===== config.mk =====
export PLATFORM = sky130hd
export DESIGN_NAME = calc_sequencer
export DESIGN_NICKNAME = d
export VERILOG_FILES = /design/src/rtl/calc_sequencer.sv
export SDC_FILE = /design/constraint.sdc
export NUM_CORES = 1
export LEC_CHECK = 0
export BUFFER_PORTS_ARGS = -buffer_cell sky130_fd_sc_hd__buf_2
export CORE_UTILIZATION = 30
export CTS_CLUSTER_SIZE = 10
export DETAILED_ROUTE_END_ITERATION = 8
export PLACE_DENSITY = 0.55
export RECOVER_POWER = 25
export REMOVE_ABC_BUFFERS = 1
export SLEW_MARGIN = 20
export SYNTH_ARGS = -nofsm -noshare
export SYNTH_HDL_FRONTEND = slang
export SYNTH_SLANG_ARGS = --single-unit
export TNS_END_PERCENT = 50

===== constraint.sdc =====
create_clock -name clk -period 3.7 [get_ports clk]
set_clock_uncertainty 0.1 [all_clocks]
set_input_delay 0.185 -clock clk [delete_from_list [all_inputs] [get_ports clk]]
set_output_delay 0.185 -clock clk [all_outputs]
set_load 0.02 [all_outputs]

===== src/rtl/calc_sequencer.sv =====
// Purpose: steps the user through operand A, operand B and opcode entry, feeds the ALU from registers, holds the result.
// Latency: result and result_valid appear one cycle after the opcode is entered (S_EXEC -> S_RES).
// Backpressure: none; enter/undo are single-cycle pulses, and pulses arriving during S_EXEC are dropped.
module calc_sequencer #(
  parameter int WIDTH = 16
) (
  input  logic             clk,
  input  logic             reset,
  input  logic [WIDTH-1:0] data_in,
  input  logic             enter,
  input  logic             undo,
  output logic [WIDTH-1:0] alu_a,
  output logic [WIDTH-1:0] alu_b,
  output logic [WIDTH-1:0] alu_op,
  input  logic [WIDTH-1:0] alu_result,
  input  logic [2:0]       alu_error,
  output logic [WIDTH-1:0] display,
  output logic [3:0]       state_leds,
  output logic [2:0]       rgb,
  output logic             result_valid
);

  typedef enum logic [2:0] {
    S_A    = 3'd0,
    S_B    = 3'd1,
    S_OP   = 3'd2,
    S_EXEC = 3'd3,
    S_RES  = 3'd4
  } state_t;

  state_t           state, state_nxt;
  logic [WIDTH-1:0] a_reg, b_reg, op_reg, res_reg;
  logic             ld_a, ld_b, ld_op, ld_res, clr_res;

  // State register; reset discards any partially entered operands.
  always_ff @(posedge clk or posedge reset) begin
    if (reset) state <= S_A;
    else       state <= state_nxt;
  end

  // Next-state and register load strobes; enter always wins over undo.
  always_comb begin
    state_nxt = state;
    ld_a      = 1'b0;
    ld_b      = 1'b0;
    ld_op     = 1'b0;
    ld_res    = 1'b0;
    clr_res   = 1'b0;
    case (state)
      S_A: begin
        if (enter) begin
          ld_a      = 1'b1;
          state_nxt = S_B;
        end
      end
      S_B: begin
        if (enter) begin
          ld_b      = 1'b1;
          state_nxt = S_OP;
        end else if (undo) begin
          state_nxt = S_A;
        end
      end
      S_OP: begin
        if (enter) begin
          ld_op     = 1'b1;
          state_nxt = S_EXEC;
        end else if (undo) begin
          state_nxt = S_B;
        end
      end
      S_EXEC: begin
        ld_res    = 1'b1;
        state_nxt = S_RES;
      end
      S_RES: begin
        if (enter) begin
          clr_res   = 1'b1;
          state_nxt = S_A;
        end else if (undo) begin
          clr_res   = 1'b1;
          state_nxt = S_OP;
        end
      end
      default: state_nxt = S_A;
    endcase
  end

  // Operand and opcode registers; only the 2-bit opcode field is kept.
  always_ff @(posedge clk or posedge reset) begin
    if (reset) begin
      a_reg  <= '0;
      b_reg  <= '0;
      op_reg <= '0;
    end else begin
      if (ld_a)  a_reg  <= data_in;
      if (ld_b)  b_reg  <= data_in;
      if (ld_op) op_reg <= {{(WIDTH-2){1'b0}}, data_in[1:0]};
    end
  end

  // Result capture; the error code is only meaningful for add, so it is masked otherwise.
  always_ff @(posedge clk or posedge reset) begin
    if (reset) begin
      res_reg      <= '0;
      rgb          <= 3'b000;
      result_valid <= 1'b0;
    end else if (ld_res) begin
      res_reg      <= alu_result;
      rgb          <= (op_reg == '0) ? alu_error : 3'b000;
      result_valid <= 1'b1;
    end else if (clr_res) begin
      rgb          <= 3'b000;
      result_valid <= 1'b0;
    end
  end

  assign alu_a  = a_reg;
  assign alu_b  = b_reg;
  assign alu_op = op_reg;

  // Display shows the live switch word while entering, the captured result afterwards.
  always_comb begin
    display    = data_in;
    state_leds = 4'b0001;
    case (state)
      S_A:     begin display = data_in; state_leds = 4'b0001; end
      S_B:     begin display = data_in; state_leds = 4'b0010; end
      S_OP:    begin display = data_in; state_leds = 4'b0100; end
      S_EXEC:  begin display = res_reg; state_leds = 4'b1000; end
      S_RES:   begin display = res_reg; state_leds = 4'b1000; end
      default: begin display = data_in; state_leds = 4'b0001; end
    endcase
  end

endmodule


After elaboration in Yosys (flattened, before gate mapping)
Index checks and enable logic that the tools add are counted.
- register bits after elaboration: 57
- latch bits: 0
- bits in writable memories: 0
- bits in read-only memories: 0
- input bits: 39
- output and inout port bits: 72
- logic and storage cells: 43
- memories kept: 0
- $add $sub $neg: 0
- $mul: 0
- div/mod/pow operators: 0
- order comparisons: 0
- equal/unequal tests: 8
- shift operators: 0
- mux-type cells: 23
- bitwise operators: 0
- reduce and logical (&&, ||, !) cells: 5
- operators by type and width (cell ; number):
    3-bit 2-to-1 mux ; 10
    16-bit zero test ; 1
    16-bit 2-to-1 mux ; 1
    3-bit case mux with 5 select lines ; 1
    4-bit case mux with 3 select lines ; 1
    1-bit 2-to-1 mux ; 10
    3-bit inequality test, second input constant ; 3
    3-bit by 2-bit equality test with 1-bit output, second input constant ; 2
    4-bit AND reduction ; 1
    3-bit by 1-bit equality test with 1-bit output, second input constant ; 1
    3-bit equality test, second input constant ; 1
    3-bit zero test ; 1
    2-bit inequality test, second input constant ; 1
    2-bit nonzero test ; 1
    2-bit OR reduction ; 1

Logic depth before layout (Yosys ltp)
- word-level depth: 5
- gate-level depth with buffers: 6
- depth with buffers taken out: 3

Least setup slack after synthesis
No wires, ideal clock.
- path type: reg-to-output
- from: reg state[0]
- to: out display[10]
- arrival time: 1.631 ns
- data required time: 3.415 ns
- setup slack: 1.784 ns
- cell stages (with the launch flop): 7
- buffers on the path: 3
- cell sequence: dfrtp_1 > buf_6 > or3b_4 > and2_4 > buf_6 > buf_12 > mux2_4
- word-level cells in the longest chain between the ends: 3
- elaborated cells between the ends (all ways): 4
- those cells by class: eq/ne (2); mux (1); reduce/logical (1)
- RTL lines (what ; RTL line ; source):
    from (decl) ; 31 ; state_t state, state_nxt;
    from (signal assigned) ; 38 ; else state <= state_nxt;
    3-bit equality test or 3-bit by 2-bit equality test with 1-bit output (tied branches) ; 126 ; case (state)
    2-bit OR reduction (no source line) (*) ; -- ;
    16-bit 2-to-1 mux (*) ; 126 ;
    to (decl) ; 17 ; output logic [WIDTH-1:0] display,
Every way passes the cells marked *; elsewhere a longest branch is shown, timed or not.

Worst setup path in the final report
- from: reg state[0]
- to: out display[14]
The elaborated chain is that of the path after synthesis.

==> impl_metrics.json <==
{
  "status": "complete, but fails checks",
  "failed_checks": "capacitance limit",
  "r2r.worst_path.cells": 3,
  "critPathMaxStageDelay_ns": 0.50,
  "swShare": 0.380,
  "clkTransAtPathRegs_ns": 0.07,
  "cts_setup_buffers": 0,
  "maxSlewHeadroom": 0.000761,
  "tightest_slew_ns": 1.50,
  "drtIter0Drc": 26,
  "critical-path-slowest-cell": "dfrtp_1",
  "grt_pass1_wl_um": 9030,
  "crit_type": "reg -> out",
  "multi_input_area_mm2": 0.00104,
  "syn_inst": 178,
  "critPathCaptureType": "output port",
  "arrival_ns": 2.08,
  "worstPathRequired_ns": 3.41,
  "clkLatencyLatePin_ns": 0.33,
  "htreeDepth": 3,
  "seq_power_share": 0.355,
  "ctsHoldBuffers": 23,
  "cp_max_fo": 17,
  "row_count": 33,
  "hpwl_um": 3870,
  "leakage_nw": 1.62,
  "initial_core_util": 0.313,
  "min-delay-path-class": "in -> reg",
  "post_cts_resized": 0,
  "pwr-share-clk": 0.212,
  "area_growth_pct": 35.5,
  "routedWlPerCell_um": 14.2,
  "fmax_mhz": 423,
  "cts-root-buf": "clkbuf_8",
  "antenna_left": 0,
  "finalWorstSetupSlack_ns": 1.34,
  "diodes": 0,
  "port_buffers": 96,
  "cap_violations": 1,
  "grt_max_degree": 39,
  "hold_violations": 0,
  "avgSynthCellArea_um2": 14.6,
  "vdd.ir_drop.worst_v": 0.000274,
  "grt_remaining_overflow": 0,
  "drive_gt1_frac": 0.474,
  "core_mm2": 0.00830,
  "die_h_um": 95.1,
  "power.density_mw_per_mm2": 892,
  "ioPinCount": 111,
  "route.detailed.drc": 0,
  "synth.top_cell.area_share": 0.549,
  "ys_types": 30,
  "hold_depth": 2,
  "firstDrtPassIters": 4,
  "comb_power_share": 0.433,
  "cts_tree": "yes",
  "ys.warnings.count": 0,
  "die_w_um": 95.1,
  "clock-sinks": 57,
  "final.fill_count": 815,
  "p_sw_w": 0.00119,
  "grt_pass1_vias": 1769,
  "synth.area.top_cells": "dfrtp_1 55%, mux2_2 25%, mux2_4 5.2%",
  "rsz0062_at_grt": "no",
  "worstPathCellList": "or3b_4 > and2_4 > mux2_4 > buf_2",
  "die_area_mm2": 0.00904,
  "yosysTopAreaCell": "dfrtp_1",
  "min_period_ns": 2.36,
  "gp_congestion": 0.716,
  "power_w": 0.00314,
  "numCtsBuffers": 9,
  "wl_um": 5840,
  "power.internal_w": 0.00195,
  "final_nets": 340,
  "final-seq-area_mm2": 0.00143,
  "antenna_found_initial": 0,
  "clk_path_buf_depth": 2,
  "viasPerCell": 4.44,
  "synth.yosys.seq_area_share": 0.549,
  "via_count": 1825,
  "final_max_slew_viol_count": 0,
  "pre_cts_ws_ns": 1.56,
  "tns_ns": 0,
  "ys_ff_latch": 57,
  "synthesis.area_mm2": 0.00260,
  "startpoint_type": "flip-flop",
  "fin_hold_ws_ns": 0.0153,
  "track_usage": 0.137,
  "final-setup-viol-count": 0,
  "finalCritPeriodShare": 0.639
}
-- cell type report --
class                   instances  share of cell area
well taps                     105              0.0373
clock buffers                  12              0.0441
repair buffers                121               0.193
clock inverters                 4              0.0213
flip-flops and latches         57               0.405
inverters                       3             0.00320
multi-input cells             109               0.296
-- layer usage --
layer | part of all wire | GRT usage | vias to the layer above | wire [um]
li1 | - | - | 850 | -
met1 | 0.45 | 0.165 | 897 | 2610
met2 | 0.47 | 0.222 | 66 | 2760
met3 | 0.061 | 0.0423 | 12 | 357
met4 | 0.018 | 0.0682 | 0 | 107
met5 | 0 | 0 | - | 0
-- path summary, 6_finish.rpt --
kind	slack, ns	to	from
max in group asynchronous	1.73	alu_b[4]	reset
worst min-delay path	0.02	alu_b[3]	data_in[3]
min in group asynchronous	0.76	alu_b[0]	reset
worst max register to register	1.60	alu_a[12]	state[2]
worst max-delay path	1.34	display[14]	state[0]
worst min register to register	0.40	rgb[2]	rgb[2]
-- stage by stage --
step | instance area, um^2 | cells | util
finish | 3520 | 411 | 0.424
global route | 3520 | 411 | 0.424
CTS | 3570 | 411 | 0.430
detailed placement | 3110 | 372 | 0.374
global placement | 3110 | 372 | 0.374
floorplan | 2470 | 169 | -
-- kinds of logic after synthesis --
kind of cell    count (synthesis)  synth area share
simple gates                   17            0.0438
other cells                     1           0.00144
flops                          57             0.549
xor+xnor                        1           0.00337
buf+inv                        25            0.0708
mux                            66             0.299
compound gates                 11            0.0327
-- cells in the mapped netlist (all sizes together) --
cell    number
mux2        66
dfrtp       57
buf         22
nor2         5
a22o         3
inv          3
nand2b       3
a21oi        2
nor3         2
and2         1
and2b        1
conb         1
nand3b       1
nor2b        1
nor3b        1
nor4bb       1
o21a         1
o22a         1
o22ai        1
o31a         1
o31ai        1
o32a         1
or3b         1
xnor2        1
-- power groups by stage --
| stage | Sequential (W) | Combinational, W | Clock, W |
|---|---|---|---|
| after detailed placement | 0.00112 | 0.00142 | 0 |
| after global routing | 0.00116 | 0.00147 | 0.000715 |
| after global placement | 0.00111 | 0.00140 | 0 |
| after CTS | 0.00111 | 0.00144 | 0.000690 |
| after floorplan | 0.00136 | 0.000716 | 0 |
| final | 0.00111 | 0.00136 | 0.000666 |
-- worst max-delay path: cells and delay by family, from the launching register on --
family | cells | cell delay [ns]
simple gates | 2 | 0.74
flops | 1 | 0.50
mux | 1 | 0.33
buf+inv | 1 | 0.16
-- layout by cell type (no fill, tap or decap), types with 2 or more instances in the layout --
cell type / count
a21oi_1: 2
a22o_1: 3
buf_2: 58
buf_4: 2
bufinv_16: 2
clkbuf_1: 39
clkbuf_8: 11
clkinvlp_4: 2
conb_1: 14
dfrtp_1: 57
dlygate4sd3_1: 23
inv_1: 3
mux2_2: 57
mux2_4: 9
nand2b_1: 3
nor2_1: 4
No activity file was read; power rests on OpenSTA's default activity.
